--- config.mk ---
export PLATFORM = sky130hd
export DESIGN_NAME = inst_fetch_unit
export DESIGN_NICKNAME = d
export VERILOG_FILES = /design/src/rtl/inst_fetch_unit.sv
export SDC_FILE = /design/constraint.sdc
export NUM_CORES = 1
export LEC_CHECK = 0
export CAP_MARGIN = 20
export CORE_ASPECT_RATIO = 0.7
export CORE_MARGIN = 2
export CORE_UTILIZATION = 48
export DETAILED_ROUTE_END_ITERATION = 10
export DONT_BUFFER_PORTS = 1
export MAX_ROUTING_LAYER = met4
export PLACE_DENSITY_LB_ADDON = 0.15
export SETUP_SLACK_MARGIN = 0.4
export SLEW_MARGIN = 20
export SYNTH_ARGS = -nofsm -noshare
export SYNTH_HDL_FRONTEND = slang
export SYNTH_SLANG_ARGS = --single-unit
--- constraint.sdc ---
create_clock -name clk -period 1.99 [get_ports clk]
set_clock_uncertainty 0.05 [all_clocks]
set_input_delay 0.0995 -clock clk [delete_from_list [all_inputs] [get_ports clk]]
set_output_delay 0.0995 -clock clk [all_outputs]
set_load 0.005 [all_outputs]
--- src/rtl/inst_fetch_unit.sv ---
// Instruction fetch stage: owns the PC, issues one imem read per instruction over req/ack,
// and hands fetched words to decode over valid/ready. Handles flush redirects and halt.
module inst_fetch_unit #(
  parameter int                         INST_ADDR_WIDTH = 16,
  parameter int                         INST_WIDTH      = 16,
  parameter logic [INST_ADDR_WIDTH-1:0] RESET_PC        = '0
) (
  input  logic                       clk,
  input  logic                       rst_n,
  input  logic [INST_ADDR_WIDTH-1:0] pc_next,
  input  logic                       halt,
  input  logic                       flush,
  output logic [INST_ADDR_WIDTH-1:0] pc_cur,
  output logic                       imem_req,
  output logic [INST_ADDR_WIDTH-1:0] imem_addr,
  input  logic                       imem_ack,
  input  logic [INST_WIDTH-1:0]      imem_rdata,
  output logic                       inst_valid,
  output logic [INST_WIDTH-1:0]      inst,
  output logic [INST_ADDR_WIDTH-1:0] inst_pc,
  input  logic                       inst_ready,
  output logic                       halted,
  output logic [1:0]                 state_dbg
);

  // Handshakes: imem_req stays high with imem_addr stable until a cycle with imem_ack=1,
  // and that cycle completes the read; inst_valid stays high with inst/inst_pc stable
  // until a cycle with inst_ready=1 (or flush), and that cycle completes the transfer.

  typedef enum logic [1:0] {
    ST_RESET   = 2'd0,
    ST_FETCH   = 2'd1,
    ST_DELIVER = 2'd2,
    ST_HALTED  = 2'd3
  } state_e;

  state_e state;
  state_e state_nxt;
  logic   flush_pend;

  logic fetch_take;
  logic fetch_drop;
  logic fetch_flush;
  logic dlv_flush;
  logic dlv_hand;
  logic rst_start;

  // A flush seen earlier in this request (flush_pend) or in the ack cycle itself poisons the data.
  always_comb begin
    rst_start   = (state == ST_RESET) && !halt;
    fetch_take  = (state == ST_FETCH) && imem_ack && !flush_pend && !flush;
    fetch_drop  = (state == ST_FETCH) && imem_ack && (flush_pend || flush);
    fetch_flush = (state == ST_FETCH) && flush;
    dlv_flush   = (state == ST_DELIVER) && flush;
    dlv_hand    = (state == ST_DELIVER) && !flush && inst_ready;
  end

  always_ff @(posedge clk or negedge rst_n) begin
    if (!rst_n) begin
      state <= ST_RESET;
    end else begin
      state <= state_nxt;
    end
  end

  always_comb begin
    state_nxt = state;
    case (state)
      ST_RESET:   state_nxt = halt ? ST_HALTED : ST_FETCH;
      ST_FETCH:   if (fetch_take) state_nxt = ST_DELIVER;
      ST_DELIVER: if (flush || inst_ready) state_nxt = halt ? ST_HALTED : ST_FETCH;
      ST_HALTED:  state_nxt = ST_HALTED;
      default:    state_nxt = ST_RESET;
    endcase
  end

  always_comb begin
    imem_req  = (state == ST_FETCH);
    halted    = (state == ST_HALTED);
    state_dbg = state;
  end

  always_ff @(posedge clk or negedge rst_n) begin
    if (!rst_n) begin
      pc_cur     <= RESET_PC;
      imem_addr  <= RESET_PC;
      flush_pend <= 1'b0;
      inst_valid <= 1'b0;
      inst       <= '0;
      inst_pc    <= '0;
    end else begin
      if (fetch_take || fetch_flush || dlv_flush) begin
        pc_cur <= pc_next;
      end

      // A flush in the ack cycle means pc_cur is being rewritten now, so use pc_next directly.
      if (rst_start) begin
        imem_addr <= pc_cur;
      end else if (fetch_drop) begin
        imem_addr <= flush ? pc_next : pc_cur;
      end else if (dlv_flush) begin
        imem_addr <= pc_next;
      end else if (dlv_hand) begin
        imem_addr <= pc_cur;
      end

      if (fetch_drop) begin
        flush_pend <= 1'b0;
      end else if (fetch_flush) begin
        flush_pend <= 1'b1;
      end

      if (fetch_take) begin
        inst       <= imem_rdata;
        inst_pc    <= imem_addr;
        inst_valid <= 1'b1;
      end else if (dlv_flush || dlv_hand) begin
        inst_valid <= 1'b0;
      end
    end
  end

endmodule

==> results of run 1 <==
-- cell usage after synthesis --
cell type   n
nand2b_2    1
mux2_1      2
nand2b_1    1
a21oi_2     1
nor2b_1     1
a21boi_2    1
and3b_1     1
mux2_2     46
nand3b_1    1
and2b_1     2
o32a_1      1
or2b_2      1
o32ai_2     1
buf_8       2
o21ai_0     1
nor2_1     19
a21oi_1     2
buf_4       1
nor3b_2     1
clkbuf_1    2
and2_1      1
nand2_1    33
a31oi_1    16
o21ai_2     1
inv_1       1
nor3b_1     1
buf_2       3
buf_6       3
dfrtp_1    68
-- power by group --
part / internal (mW) / switching (mW)
sequential: 2.08 / 0.741
combinational: 1.14 / 0.669
clock: 0.733 / 0.492
-- cells in the final DEF, fill, tap and decap left out, types with 2 or more instances in the layout --
cell	instances
mux2_4	38
bufinv_16	2
buf_4	7
clkbuf_8	10
buf_16	3
dfrtp_1	66
buf_6	8
nand2_1	32
a21oi_1	2
nor2_1	19
clkinv_2	3
buf_12	4
o32ai_4	2
dfrtp_2	2
a31oi_1	16
mux2_2	10
dlygate4sd3_1	36
-- registers in the layout, indices dropped and copies added, names as in the netlist --
name / count
flush_pend: 1
imem_addr: 16
inst: 16
inst_pc: 16
inst_valid: 1
pc_cur: 16
state_dbg: 2
-- final cells by class --
cell class	count	area (µm²)	share of cell area [%]
clock inverter	5	75.1	1.91
sequential	68	1700	43.4
tap	75	93.8	2.39
inverter	1	3.75	0.0957
timing repair buffer	60	689	17.6
multi-input combinational	136	1220	31.0
clock buffer	11	141	3.60
-- worst max path at each step --
stage | startpoint | end | cells past startpoint
after floorplan | state_dbg[1] | inst[0] | 6
after CTS | state_dbg[1] | inst[10] | 7
after detailed placement | state_dbg[1] | imem_addr[15] | 3
final | state_dbg[1] | inst[9] | 7
after global placement | state_dbg[1] | imem_addr[12] | 3
after global routing | state_dbg[1] | inst_pc[14] | 7
-- per-layer routing --
metal	vias to the layer above	wire length (µm)
met3	19	774
met2	117	3640
met4	0	180
met5	-	0
li1	880	-
met1	995	3090
-- worst register-to-register path, delay by kind of cell (launching register included) --
kind                   cells  cell delay (ps)
flip-flops                 1              460
multiplexers               1              300
buffers and inverters      3              330
AND/OR/NAND/NOR            3              630
-- cell families after synthesis --
| family | count (synthesis) | share of synthesized area (%) |
|---|---|---|
| AOI/OAI and AO/OA | 24 | 6.09 |
| buffers and inverters | 12 | 3.49 |
| DFF | 68 | 60.9 |
| muxes | 48 | 19.4 |
| and+or+nand+nor | 63 | 10.1 |
-- through the flow --
| stage | setup TNS, ps | power [mW] | setup WS, ps |
|---|---|---|---|
| finish | 0 | 5.85 | 104 |
| global route | 0 | 6.17 | 52.8 |
| CTS | 0 | 5.69 | 162 |
| detailed placement | -33.5 | 4.18 | -26.8 |
| global placement | 0 | 4.08 | 64.9 |
| floorplan | 0 | 3.76 | 282 |
-- what timing repair did --
action | 4_1_cts | 5_1_grt
setup buffers | 9 | 3
pin swaps | 4 | 0
cloned | 6 | 1
resized for setup | 23 | 16
hold endpoints to repair | 120 | 68
endpoints found under the setup margin | 64 | 65
==> summary.txt, run 1 <==
Cells and area
  • Antenna fix cells: 0
  • Layout cells sized above 1: 35.2%
  • Layout Cells excl Fill: 356
  • Final instance area: 0.00392 mm²
  • Layout Utilization: 69.2%
  • Fill count: 393
  • Nets: 314
  • Layout area overhead: 40.5%

Synth
  • Area leader, netlist: dfrtp_1
  • Yosys cell types: 29
  • Syn Nets: 253
  • Synth Cell Area: 0.00279 mm²
  • Synth area leaders: dfrtp_1, mux2_2, nand2_1, a31oi_1, nor2_1
  • YS warnings: 0
  • Post-synthesis sequential area ratio: 60.9%
  • Synth Instances: 215
  • Mean Syn Cell Area: 13.0 µm²
  • Seq cells post-synth: 68
  • Area share of the largest cell type after synthesis: 60.9%

Global route
  • Met2 Use GR: 38.1%
  • Largest net degree at the start of global routing: just under 70
  • Global routing's busiest layer: met2
  • Initial antenna violation count: 0
  • First-pass GRT wire length: 10900 µm
  • Total gr overflow: 0
  • Global Route Usage Sum: 24.4%
  • Vias in the first global route: 2038
  • Met3 Resource Use GR: 9.14%
  • Routing usage on met1: 28.2%

Drt
  • Initial DRC Count: approximately 130
  • Via Count: 2011
  • DRC violations left: 0
  • Post-Route WL: slightly below 8000 µm
  • Antenna Nets Post-Route: 0
  • Vias per inst: 5.65
  • Routed length per instance: 21.6 µm
  • First-pass iteration count of the detailed router: 4

Clocking
  • TritonCTS clock tree: yes
  • Root buffer cell: clkbuf_8
  • Sink Count: 68
  • Total CTS buffers: 9
  • Clk slew on worst S/H paths: 70 ps
  • Clk buf depth: 2
  • Clk_lat worst skew: 340 ps
  • Hold buffer count at CTS: 36
  • H-tree levels: 3

Worst setup path
  • Worst EP required: about 2200 ps
  • CP Max Fanout: 7
  • Slowest stage delay, CP: approximately 460 ps
  • R2r startpoint: state_dbg[1]
  • Reg2reg path depth: 7
  • Worst setup SP type: flop
  • Crit end category: flop
  • Critical path class: reg -> reg
  • Worst reg-to-reg setup slack: 100 ps
  • FF-to-FF End: inst[9]
  • Worst path arrival time: between 2000 and 2500 ps
  • CP delay by family, top: simple AND/OR/NAND/NOR gates
  • Worst-path cell chain: nand2b_4, nor3b_4, and2b_4, buf_6, buf_12, buf_16, mux2_4
  • Slowest CP cell: dfrtp_2
  • WP buf/inv: 3

Floorplan
  • Ports: 107
  • Initial Util: between 40 and 50%
  • Core area: 0.00567 mm²
  • Die area: 0.00645 mm²
  • Die W: approximately 95 µm
  • Die height: 67.8 µm
  • # rows: 23

Place
  • Routability Congestion: 0.835
  • Dpl cells: 285
  • Final HPWL DP: about 4200 µm
  • Number of buffers added on ports: 0
  • Area after DPL: approximately 0.0030 mm²

Power
  • Power per standard cell area: about 1500 mW/mm²
  • VDD IR max: 0.700 mV
  • Pleak: 1.75 nW

STA
  • Worst rel slew slack: 51.6%
  • Fin crit share: 94.8%
  • Final hold violations: 68
  • Slew @ Worst Pin: between 700 and 800 ps
  • Hold_ws: -597 ps
  • Final worst path period need: roughly 1900 ps
  • Max Freq: between 0.5 and 0.6 GHz
  • RSZ-0062 raised after global routing: true
  • Setup violators final: 0
  • Fin. max-slew vios: 0

Outcome
  • Status: finished, violations left
  • Failing checks: hold timing

Worst hold path
  • Worst hold-check path type: in -> async

Flow run
  • Max-cap violations: 0
Note: power is estimated with default switching activity, not from simulation.
==> inputs of run 2 (changes only) <==
--- a/config.mk
+++ b/config.mk
@@ -18,3 +18,4 @@
 export SYNTH_ARGS = -nofsm -noshare
 export SYNTH_HDL_FRONTEND = slang
 export SYNTH_SLANG_ARGS = --single-unit
+export TNS_END_PERCENT = 100
==> constraint.sdc (replaced) <==
create_clock -name clk -period 1.79 [get_ports clk]
set_clock_uncertainty 0.05 [all_clocks]
set_input_delay 0.0895 -clock clk [delete_from_list [all_inputs] [get_ports clk]]
set_output_delay 0.0895 -clock clk [all_outputs]
set_load 0.005 [all_outputs]
==> summary.txt, run 2 (synthesized netlist as in run 1, its figures left out) <==
Outcome
  • Status: finished, violations left
  • Failing checks: hold timing

STA
  • Slew @ Worst Pin: 379 ps (-347 ps)
  • Worst rel slew slack: 74.7% (+23 points)
  • Final hold violations: 68 (unchanged)
  • Final worst path period need: 1740 ps (-148 ps)
  • RSZ-0062 raised after global routing: true
  • Fin. max-slew vios: 0 (unchanged)
  • Fin crit share: 97.1% (+2.3 points)
  • Setup violators final: 0 (unchanged)
  • Final setup margin: 51.6 ps (-52.4 ps)
  • Hold_ws: -603 ps (-5.77 ps)
  • Setup TNS: 0 ps (unchanged)
  • Max Freq: 0.575 GHz (+8.5%)

Floorplan
  • Core area: 0.00567 mm² (unchanged)
  • Die height: 67.8 µm (unchanged)
  • Die area: 0.00645 mm² (unchanged)
  • # rows: 23 (unchanged)
  • Die W: 95.2 µm (unchanged)
  • Initial Util: 49.3% (unchanged)
  • Ports: 107 (unchanged)

Worst hold path
  • Worst hold-check path type: in -> async

Cells and area
  • Commonest non-fill, non-tap cells in the layout: dfrtp_1, mux2_4, dlygate4sd3_1, nand2_1, nor2_1
  • Layout Utilization: 72.7% (+3.4 points)
  • Layout area overhead: 47.5%
  • Final instance area: 0.00412 mm² (+5.0%)
  • Nets: 321 (+2.2%)
  • Commonest non-fill, non-tap cell in the layout: dfrtp_1
  • Fill count: 366 (-6.9%)
  • Layout cells sized above 1: 38.5% (+3.3 points)
  • Antenna fix cells: 0 (unchanged)
  • Register area: 0.00170 mm² (about the same)
  • Footprint of the multi-input gates: 0.00126 mm² (+3.3%)

Power
  • Seq pwr share: 47.1% (-1.0 points)
  • Pint: 4.42 mW (+12%)
  • Comb pwr share: 34.6% (+3.7 points)
  • Clk pwr share: 18.4% (-2.5 points)
  • Total Power: 6.60 mW (+13%)
  • Power per standard cell area: 1600 mW/mm² (+7.4%)
  • Sw Ratio: 33.1% (+0.62 points)
  • Pleak: 1.87 nW (+6.9%)
  • VDD IR max: 0.762 mV (+8.9%)
  • NetSw: 2.18 mW (+15%)

Global route
  • Global Route Usage Sum: 25.2% (+0.84 points)
  • Largest net degree at the start of global routing: 69 (unchanged)
  • Initial antenna violation count: 0 (unchanged)
  • First-pass GRT wire length: 11600 µm (+6.1%)
  • Total gr overflow: 0 (unchanged)
  • Vias in the first global route: 2228 (+9.3%)

Drt
  • Post-Route WL: 7840 µm (+1.9%)
  • First-pass iteration count of the detailed router: 4 (unchanged)
  • Vias per inst: 5.60 (-0.95%)
  • Initial DRC Count: 114 (-13%)
  • Routed length per instance: 21.6 µm (about the same)
  • Antenna Nets Post-Route: 0 (unchanged)
  • Via Count: 2031 (+0.99%)
  • DRC violations left: 0 (unchanged)

Worst setup path
  • Reg2reg path depth: 7 (unchanged)
  • FF-to-FF End: imem_addr[1]
  • Crit end category: flop
  • Worst reg-to-reg setup slack: 50 ps (-50 ps)
  • Critical path class: reg -> reg
  • Worst EP required: 1950 ps (-210 ps)
  • CP Max Fanout: 8 (+1)
  • R2r startpoint: state_dbg[1]
  • Worst path arrival time: 1900 ps (-150 ps)
  • Worst setup SP type: flop

Place
  • Routability Congestion: 0.888 (+6.3%)
  • Final HPWL DP: 4360 µm (+2.5%)
  • Number of buffers added on ports: 0 (unchanged)
  • Area after DPL: 0.00306 mm² (+3.2%)
  • Pre-CTS WS: 59.7 ps (+86.5 ps)

Clocking
  • Clk buf depth: 2 (unchanged)
  • Sink Count: 68 (unchanged)
  • Clk slew on worst S/H paths: 70 ps (about the same)
  • H-tree levels: 3 (unchanged)
  • TritonCTS clock tree: yes
  • Total CTS buffers: 9 (unchanged)
  • Root buffer cell: clkbuf_8
  • Clk_lat worst skew: 330 ps (about the same)
  • Hold buffer count at CTS: 36 (unchanged)

Flow run
  • Max-cap violations: 0 (unchanged)
-- run 2: changes by cell type in the layout (fill, tap and decap cells not counted), sizes merged --
cell         change
buf              +7
o32ai            -1
dlygate4sd2      -1
clkinv           +3
bufinv           -1
-- run 2: worst max-delay path by stage --
stage,from,endpoint,slack [ps],depth (start not counted)
2_1_floorplan,state_dbg[1],inst[0],90,6
3_3_place_gp,state_dbg[1],inst[13],110,5
3_5_place_dp,state_dbg[1],inst[14],60,5
4_1_cts,state_dbg[1],inst[14],90,7
5_1_grt,state_dbg[1],inst[7],-4,7
6_report,state_dbg[1],imem_addr[1],50,7
-- run 2: metrics by stage --
step / hold WS [ps] / instances
6_report: -603 / 363
5_1_grt: -637 / 363
4_1_cts: -624 / 358
3_5_place_dp: -254 / 287
3_3_place_gp: -255 / 287
2_1_floorplan: -256 / 215
-- run 2: power by group through the flow --
stage | sequential (mW) | clock, mW | combinational (mW)
2_1_floorplan | 2.85 | 0 | 1.35
3_3_place_gp | 3.07 | 0 | 1.55
3_5_place_dp | 3.10 | 0 | 1.63
4_1_cts | 3.09 | 1.24 | 1.94
5_1_grt | 3.21 | 1.31 | 2.45
6_report | 3.11 | 1.21 | 2.28
-- run 2: timing repair --
item                                    CTS  global route
pin swaps                                 3             1
endpoints found under the hold margin   120            68
cloned                                    4             2
setup buffers                            15             3
endpoints found under the setup margin   67            67
gates resized for setup                  18            26
-- run 2: critical path, cell delays in order (launching register included) --
cell       delay, ps
dfrtp_1          380
buf_4            150
buf_6            120
nand3b_1         250
o32ai_4          250
buf_6            180
clkbuf_16        150
a31oi_1           70
-- run 2: area by class of cell --
cell class	count	area share, %
clock buffer	9	3.01
multi-input combinational	135	30.5
inverter	1	0.0911
clock inverter	7	1.64
tap	75	2.28
sequential	68	41.3
timing repair buffer	68	21.1
-- run 2: routing by layer --
layer	up-vias	GRT usage (%)	routed length [µm]
met5	-	-	0
met4	0	8.33	124
met3	14	10.4	689
met2	92	40.9	3850
met1	1041	28.8	3180
li1	884	-	-
